`config.mk`:
```
export PLATFORM = sky130hd
export DESIGN_NAME = axi_clkgen_reconfig_seq
export DESIGN_NICKNAME = d
export VERILOG_FILES = /design/src/rtl/axi_clkgen_reconfig_seq.sv
export SDC_FILE = /design/constraint.sdc
export NUM_CORES = 1
export LEC_CHECK = 0
export ABC_CLOCK_PERIOD_IN_PS = 5500
export CAP_MARGIN = 20
export CORE_ASPECT_RATIO = 0.5
export CORE_MARGIN = 1.5
export CORE_UTILIZATION = 28
export DETAILED_ROUTE_END_ITERATION = 12
export SETUP_SLACK_MARGIN = 0.3
export SLEW_MARGIN = 10
export SYNTH_ARGS = -nofsm -noshare
export SYNTH_HDL_FRONTEND = slang
export SYNTH_SLANG_ARGS = --single-unit
```
`constraint.sdc`:
```
create_clock -name clk -period 5.5 [get_ports clk]
set_clock_uncertainty 0.05 [all_clocks]
set_input_delay 1.1 -clock clk [delete_from_list [all_inputs] [get_ports clk]]
set_output_delay 1.1 -clock clk [all_outputs]
set_load 0.03 [all_outputs]
```
`src/rtl/axi_clkgen_reconfig_seq.sv`:
```
// axi_clkgen_reconfig_seq: walks a DRP table into the MMCM over the up_* register bus.
// Define AXI_CLKGEN_RECONFIG_SEQ_RMW_EN to read-modify-write each DRP register.
module axi_clkgen_reconfig_seq #(
  parameter int NUM_ENTRIES = 8,
  parameter int POLL_LIMIT  = 1024
) (
  input  logic        clk,
  input  logic        resetn,
  input  logic        start,
  output logic [3:0]  tbl_idx,
  input  logic [43:0] tbl_data,
  output logic        up_wreq,
  output logic [13:0] up_waddr,
  output logic [31:0] up_wdata,
  input  logic        up_wack,
  output logic        up_rreq,
  output logic [13:0] up_raddr,
  input  logic [31:0] up_rdata,
  input  logic        up_rack,
  output logic        busy,
  output logic        done,
  output logic        error,
  output logic [1:0]  err_code
);
`ifdef AXI_CLKGEN_RECONFIG_SEQ_RMW_EN
  localparam bit RMW = 1'b1;
`else
  localparam bit RMW = 1'b0;
`endif
  localparam int CW = $clog2(POLL_LIMIT + 1);
  localparam logic [13:0] A_RSTN = 14'h010, A_CNTRL = 14'h01C, A_STATUS = 14'h01D;
  typedef enum logic [3:0] {IDLE, MRST, RD_REQ, RD_POLL, WR_REQ, WR_POLL, NEXT, MREL, LOCK_POLL, ERR} state_t;
  localparam state_t DRP_ENTRY = RMW ? RD_REQ : WR_REQ;
  state_t state_q;
  logic [3:0] idx_q;
  logic [CW-1:0] cnt_q, cnt_d;
  logic [15:0] rdata_q, mask, value, merged;
  logic [11:0] drp_addr;
  logic wreq_q, rreq_q, done_q, error_q, last, poll_out;
  logic [13:0] waddr_q, raddr_q;
  logic [31:0] wdata_q;
  logic [1:0] err_q;
  logic unused_rdata;
  assign {drp_addr, mask, value} = tbl_data;
  assign merged = RMW ? (rdata_q & ~mask) | (value & mask) : value & mask;
  assign cnt_d = cnt_q + 1'b1;
  assign poll_out = cnt_d == CW'(POLL_LIMIT);
  assign last = ({1'b0, idx_q} + 5'd1) >= 5'(NUM_ENTRIES);
  assign unused_rdata = ^up_rdata[31:18];
  assign tbl_idx = idx_q;
  assign up_wreq = wreq_q;
  assign up_waddr = waddr_q;
  assign up_wdata = wdata_q;
  assign up_rreq = rreq_q;
  assign up_raddr = raddr_q;
  assign busy = state_q != IDLE;
  assign done = done_q;
  assign error = error_q;
  assign err_code = err_q;
  // Each bus state issues its request when none is pending, then advances on the ack.
  always_ff @(posedge clk or negedge resetn) begin
    if (!resetn) begin
      state_q <= IDLE;
      idx_q <= '0;
      cnt_q <= '0;
      rdata_q <= '0;
      wreq_q <= 1'b0;
      rreq_q <= 1'b0;
      waddr_q <= '0;
      wdata_q <= '0;
      raddr_q <= '0;
      done_q <= 1'b0;
      error_q <= 1'b0;
      err_q <= '0;
    end else begin
      done_q <= 1'b0;
      case (state_q)
        IDLE: if (start && !done_q) begin
          error_q <= 1'b0;
          err_q <= '0;
          idx_q <= '0;
          state_q <= MRST;
        end
        MRST: if (!wreq_q) begin
          wreq_q <= 1'b1;
          waddr_q <= A_RSTN;
          wdata_q <= 32'h1;
        end else if (up_wack) begin
          wreq_q <= 1'b0;
          state_q <= DRP_ENTRY;
        end
        RD_REQ: if (!wreq_q) begin
          wreq_q <= 1'b1;
          waddr_q <= A_CNTRL;
          wdata_q <= {3'b000, 1'b1, drp_addr, 16'h0};
        end else if (up_wack) begin
          wreq_q <= 1'b0;
          cnt_q <= '0;
          state_q <= RD_POLL;
        end
        RD_POLL: if (!rreq_q) begin
          rreq_q <= 1'b1;
          raddr_q <= A_STATUS;
        end else if (up_rack) begin
          rreq_q <= 1'b0;
          cnt_q <= cnt_d;
          if (!up_rdata[16]) begin
            rdata_q <= up_rdata[15:0];
            state_q <= WR_REQ;
          end else if (poll_out) begin
            err_q <= 2'd1;
            error_q <= 1'b1;
            state_q <= ERR;
          end
        end
        WR_REQ: if (!wreq_q) begin
          wreq_q <= 1'b1;
          waddr_q <= A_CNTRL;
          wdata_q <= {3'b000, 1'b0, drp_addr, merged};
        end else if (up_wack) begin
          wreq_q <= 1'b0;
          cnt_q <= '0;
          state_q <= WR_POLL;
        end
        WR_POLL: if (!rreq_q) begin
          rreq_q <= 1'b1;
          raddr_q <= A_STATUS;
        end else if (up_rack) begin
          rreq_q <= 1'b0;
          cnt_q <= cnt_d;
          if (!up_rdata[16]) state_q <= NEXT;
          else if (poll_out) begin
            err_q <= 2'd1;
            error_q <= 1'b1;
            state_q <= ERR;
          end
        end
        NEXT: begin
          idx_q <= idx_q + 4'd1;
          state_q <= last ? MREL : DRP_ENTRY;
        end
        MREL: if (!wreq_q) begin
          wreq_q <= 1'b1;
          waddr_q <= A_RSTN;
          wdata_q <= 32'h3;
        end else if (up_wack) begin
          wreq_q <= 1'b0;
          cnt_q <= '0;
          state_q <= LOCK_POLL;
        end
        LOCK_POLL: if (!rreq_q) begin
          rreq_q <= 1'b1;
          raddr_q <= A_STATUS;
        end else if (up_rack) begin
          rreq_q <= 1'b0;
          cnt_q <= cnt_d;
          if (up_rdata[17]) begin
            done_q <= 1'b1;
            state_q <= IDLE;
          end else if (poll_out) begin
            err_q <= 2'd2;
            error_q <= 1'b1;
            state_q <= ERR;
          end
        end
        ERR: if (!wreq_q) begin
          wreq_q <= 1'b1;
          waddr_q <= A_RSTN;
          wdata_q <= 32'h3;
        end else if (up_wack) begin
          wreq_q <= 1'b0;
          state_q <= IDLE;
        end
        default: state_q <= IDLE;
      endcase
    end
  end
endmodule

```
==> results of run 1 <==
-- state kept, by name, indices dropped and copies added (netlist names) --
register,flops
err_code,2
up_raddr,1
error,1
up_rreq,1
up_wdata,29
up_wreq,1
cnt_q,11
state_q,4
up_waddr,2
tbl_idx,4
done,1
-- worst max-delay path, stage by stage (launching register included) --
cell and delay [ns]:
dfrtp_1 0.74, or4_1 0.69, clkdlybuf4s50_1 0.62
-- routing by layer --
metal  GRT usage  vias to the layer above  share of wire
li1            -                     1369              -
met1       0.172                     1326           0.48
met2       0.212                       78           0.46
met3      0.0282                        2          0.052
met4      0.0457                        0         0.0047
met5           0                        -              0
-- layout by cell type, fill, tap and decap left out, drive strengths merged, types with 8 or more instances in the layout --
cell,count
clkdlybuf4s50,96
dfrtp,57
o21ai,35
nand2,28
nand3,27
conb,24
a22o,18
nor2,14
clkbuf,12
a21oi,10
nand2b,8
-- worst paths after layout --
kind	from	endpoint	slack, ns	cells past startpoint
min in group asynchronous	resetn	up_wdata[20]$_DFFE_PN0P_	0.88	2
min reg2reg	up_waddr[4]$_DFFE_PN0P_	up_waddr[4]$_DFFE_PN0P_	0.42	1
min	up_waddr[4]$_DFFE_PN0P_	up_waddr[4]$_DFFE_PN0P_	0.42	1
max reg2reg	state_q[1]$_DFFE_PN0P_	up_wdata[1]$_DFFE_PN0P_	2.66	5
max	state_q[1]$_DFFE_PN0P_	busy	1.98	2
max in group asynchronous	resetn	done$_DFF_PN0_	4.04	2
-- kinds of logic after synthesis --
family / after synthesis
simple gates: 124
compound gates: 94
flops: 57
buf+inv: 52
mux: 7
fa+ha+maj: 3
xor+xnor: 2
other cells: 1
-- stage by stage --
| stage | std cells | hold slack (ns) | total power, mW |
|---|---|---|---|
| final | 590 | 0.416 | 2.41 |
| after detailed placement | 575 | 0.405 | 1.92 |
| after floorplan | 363 | 0.421 | 1.56 |
| after global routing | 590 | 0.442 | 2.58 |
| after CTS | 590 | 0.417 | 2.44 |
| after global placement | 575 | 0.400 | 1.90 |
-- power groups by stage --
stage	logic, mW	clock network [mW]	registers (mW)
after floorplan	0.717	0	0.839
after global placement	1.24	0	0.661
after detailed placement	1.26	0	0.665
after CTS	1.26	0.528	0.659
after global routing	1.35	0.546	0.681
final	1.24	0.513	0.658
-- area by class of cell --
type                            count  share of cell area
Multi-Input combinational cell    254               0.358
Sequential cell                    57               0.313
Timing Repair Buffer              102               0.221
Clock buffer                       12              0.0586
Tap cell                          159              0.0437
Clock inverter                      3             0.00330
Inverter                            3             0.00247
==> run_results.csv, run 1 <==
group,metric,value,unit
status,outcome,"complete, no violations",
yosys,yosys_most_used_dff,"dfrtp_1",
cts,hold_buffers,0,
finish,syn_to_final_growth,37.1,%
setup_path,start_kind,"flip-flop",
timing,setup_viol,0,
yosys,async_reset_ff_frac,1.00,
floorplanning,die_x,157,um
timing,rsz0062_at_grt,"false",
placed_design,place_area,4270,sq um
power_and_ir_drop,clkPwrFrac,0.213,
cts,cts_tree,"yes",
yosys,synth_edf_count,0,
floorplanning,design.core.area,11200,sq um
grt,grtUsageTotal,0.131,
yosys,yosys.area.top_type,"dfrtp_1",
drt,wirelength,8010,um
finish,fill_cells,1124,
cts,post_cts_resized,0,
power_and_ir_drop,p_switching,1.02,mW
drt,first_iter_violations,197,
yosys,postSynthCellCount,340,
timing,period_share,0.640,
yosys,synth_area_leaders,"dfrtp_1, buf_4, a22o_1, o21ai_0, nand3_1",
timing,finalCriticalPeriod,3.52,ns
drt,post_drt_via_cell_ratio,4.70,
grt,grt_overflow,0,
cts,clkSlewWorstSetupHoldPaths,0.05,ns
power_and_ir_drop,p_per_area,530,nW/um^2
finish,layout.nets,511,
drt,dr_total_vias,2775,
grt,grt_start_max_net_pins,58,
setup_path,criticalPathCategory,"reg -> out",
setup_path,cp_max_fo,29,
worst_hold_path,hold_class,"reg -> reg",
yosys,ys_seq_area_frac,0.430,
placed_design,place_ws,2.31,ns
yosys,synth-compound-area-share,0.206,
yosys,ys_seq_elements,57,
cts,clock_latency,0.32,ns
setup_path,crit_required,4.35,ns
floorplanning,fp.dieH,80.0,um
grt,antenna_found_initial,0,
finish,layout-drive-gt1-share,0.0974,
floorplanning,fp-row-count,27,
grt,grt_pass1_wl,12900,um
cts,cts-root-buf,"clkbuf_16",
yosys,synth_xor_area_frac,0.00528,
power_and_ir_drop,power.leakage,1.86,nW
timing,worstMarginPinSlew,0.970,ns
timing,max-slew-margin-rel,0.354,
floorplanning,die_area,12600,sq um
yosys,yosys-mux-area-fraction,0.0226,
setup_path,endpoint_kind,"primary output",
power_and_ir_drop,p_int,1.39,mW
placed_design,port_buffers,97,
yosys,synth_area,3320,sq um
power_and_ir_drop,seqPwrFrac,0.273,
drt,first_pass_iters,4,
finish,final_core_util,0.405,
placed_design,routabilityCongestion,0.818,
yosys,synth_top_family_by_area,"simple AND/OR/NAND/NOR gates",
placed_design,post-dp-hpwl,5650,um
cts,cts-htree-levels,3,
cts,cts.sinks,57,
timing,hold_violations,0,
yosys,synthTopCellsByCount,"dfrtp_1, o21ai_0, buf_4",
cts,clockBufferDepth,2,
yosys,ys_warn_count,0,
yosys,synth_area_per_cell,9.76,sq um
drt,drcViolationCount,0,
finish,diodes,0,
floorplanning,io_pins,152,
finish,seq_area,1430,sq um
run,maxCapViolCount,0,
yosys,netlist.area_leader.share,0.430,
drt,antenna_left,0,
yosys,yosysUniqueCellTypes,64,
cts,cts_made_buffers,9,
grt,grt_pass1_vias,2640,
timing,setup-tns-final,0,ns
yosys,yosysMostFrequentCell,"dfrtp_1",
power_and_ir_drop,combinationalPowerShare,0.514,
power_and_ir_drop,vdd_drop_max,0.176,mV
yosys,synth_fa_ha_area_frac,0.0113,
timing,max_freq,284,MHz
drt,wl_per_cell,13.6,um
yosys,synthSimpleGateAreaFrac,0.219,
finish,fin_area,4550,sq um
power_and_ir_drop,swShare,0.424,
setup_path,worstPathArrival,2.37,ns
timing,drv_slew,0,
timing,fin_ws,1.98,ns
floorplanning,start_util,0.295,
finish,multi_input_area,1630,sq um
cts,post-cts-setup-buffers,0,
Power figures use the tool's default switching activity.
==> run 2, diff against run 1 <==
- ABC_CLOCK_PERIOD_IN_PS: 5500 -> 3500
- clock period: 5.5 -> 3.5 ns (I/O delays scaled with it)
==> run 2 against run 1 <==
  * Sequential share of layout area is 0.38 points lower
  * Power is 62% higher
  * Core utilization is 0.50 points higher
  * Worst setup slack worse by 1.2 ns
  * Wire length is 1.1% lower
  * Via count is 1.4% higher
  * Combinational power is 61% higher
  * Worst hold slack worse by 0.057 ns
  * Global-route usage is 0.48 points lower
  * Critical path type unchanged
==> run_results.csv, run 2 (synthesis gave the netlist of run 1 again) <==
group,metric,value,unit
grt,grt_overflow,0,
cts,cts.sinks,57,
power_and_ir_drop,p_per_area,847,nW/um^2
grt,grt_start_max_net_pins,35,
drt,wl_per_cell,13.3,um
setup_path,crit_required,2.75,ns
finish,layout.nets,515,
setup_path,start_kind,"flip-flop",
cts,post-cts-setup-buffers,0,
timing,worst_hold_slack,0.359,ns
floorplanning,design.core.area,11200,sq um
timing,worstMarginPinSlew,0.917,ns
floorplanning,die_x,157,um
floorplanning,io_pins,152,
setup_path,endpoint_kind,"primary output",
timing,setup-tns-final,0,ns
power_and_ir_drop,power.leakage,1.89,nW
setup_path,path_cells,"or4_1, clkdlybuf4s50_1",
timing,max-slew-margin-rel,0.387,
run,maxCapViolCount,0,
timing,fin_ws,0.816,ns
finish,final_core_util,0.410,
timing,hold_violations,0,
worst_hold_path,hold_class,"in -> async",
cts,hold_buffers,0,
drt,dr_total_vias,2814,
placed_design,routabilityCongestion,0.769,
grt,grt_pass1_wl,12500,um
setup_path,cp_max_fo,12,
finish,largest_reg_flops,29,
floorplanning,start_util,0.295,
finish,fill_cells,1110,
drt,antenna_left,0,
timing,finalCriticalPeriod,2.68,ns
cts,cts-htree-levels,3,
finish,layoutNonFillerInstCount,595,
finish,syn_to_final_growth,38.8,%
cts,post_cts_resized,0,
setup_path,slowest_stage,"clkdlybuf4s50_1",
drt,first_iter_violations,220,
placed_design,place_ws,0.835,ns
finish,final_common_cell,"clkdlybuf4s50_1",
setup_path,slowest_delay,0.63,ns
timing,period_share,0.767,
cts,clkSlewWorstSetupHoldPaths,0.05,ns
status,outcome,"complete, no violations",
cts,clockBufferDepth,2,
drt,drcViolationCount,0,
drt,post_drt_via_cell_ratio,4.73,
grt,antenna_found_initial,0,
cts,cts-root-buf,"clkbuf_16",
grt,grt_pass1_vias,2518,
timing,drv_slew,0,
placed_design,placed_cells,579,
floorplanning,fp-row-count,27,
grt,grtUsageTotal,0.126,
floorplanning,fp.dieH,80.0,um
timing,max_freq,373,MHz
floorplanning,die_area,12600,sq um
cts,clock_latency,0.32,ns
finish,layout-drive-gt1-share,0.106,
power_and_ir_drop,vdd_drop_max,0.320,mV
placed_design,post-dp-hpwl,5790,um
timing,setup_viol,0,
finish,diodes,0,
drt,first_pass_iters,4,
placed_design,port_buffers,97,
drt,wirelength,7920,um
setup_path,worstPathArrival,1.93,ns
cts,cts_tree,"yes",
setup_path,criticalPathCategory,"reg -> out",
timing,rsz0062_at_grt,"false",
cts,cts_made_buffers,9,
finish,final_cell_mix,"clkdlybuf4s50_1, dfrtp_1, o21ai_0",
[run 2: cell count changes in the layout (fill, tap and decap cells not counted), sizes merged]
cell	previous run	this run
clkinvlp	0	1
bufinv	0	1
buf	6	10
clkinv	3	2
[run 2: metrics by stage]
step                total power [mW]  area [sq um]
floorplan                       2.44          3400
global placement                3.02          4300
detailed placement              3.04          4300
finish                          3.90          4610
CTS                             3.94          4610
global route                    4.15          4610
[run 2: layout make-up]
cell class	count	area (sq um)	share of cell area
sequential	57	1430	0.310
clock buffer	12	256	0.0557
multi-input combinational	254	1630	0.354
timing repair buffer	106	1030	0.224
clock inverter	4	51.3	0.0111
inverter	3	11.3	0.00244
tap	159	199	0.0432
[run 2: final timing paths]
path	from	cells after the start	slack, ns	end
worst min register to register	up_waddr[4]$_DFFE_PN0P_	1	0.41	up_waddr[4]$_DFFE_PN0P_
worst min-delay path	resetn	1	0.36	up_wdata[18]$_DFFE_PN0P_
worst max register to register	state_q[3]$_DFFE_PN0P_	7	0.92	up_wdata[9]$_DFFE_PN0P_
max in group asynchronous	resetn	2	2.20	err_code[0]$_DFFE_PN0P_
min in group clk	up_waddr[4]$_DFFE_PN0P_	1	0.41	up_waddr[4]$_DFFE_PN0P_
worst max-delay path	state_q[3]$_DFFE_PN0P_	2	0.82	busy
[run 2: worst max-delay path: cells and delay by family, from the launching register on]
family                 cells  cell delay [ns]
buffers and inverters      1             0.63
flip-flops                 1             0.49
AND/OR/NAND/NOR            1             0.49
[run 2: routing by layer]
| layer | up-vias | global-route usage | routed length [um] |
|---|---|---|---|
| li1 | 1375 | - | - |
| met1 | 1343 | 0.161 | 3700 |
| met2 | 86 | 0.208 | 3640 |
| met3 | 10 | 0.0315 | 480 |
| met4 | 0 | 0.0429 | 98 |
| met5 | - | 0 | 0 |
[run 2: report_power, final]
group	total [mW]	switching [mW]	internal, mW
clock network	0.886	0.297	0.589
registers	1.02	0.159	0.860
logic	2.00	1.17	0.822
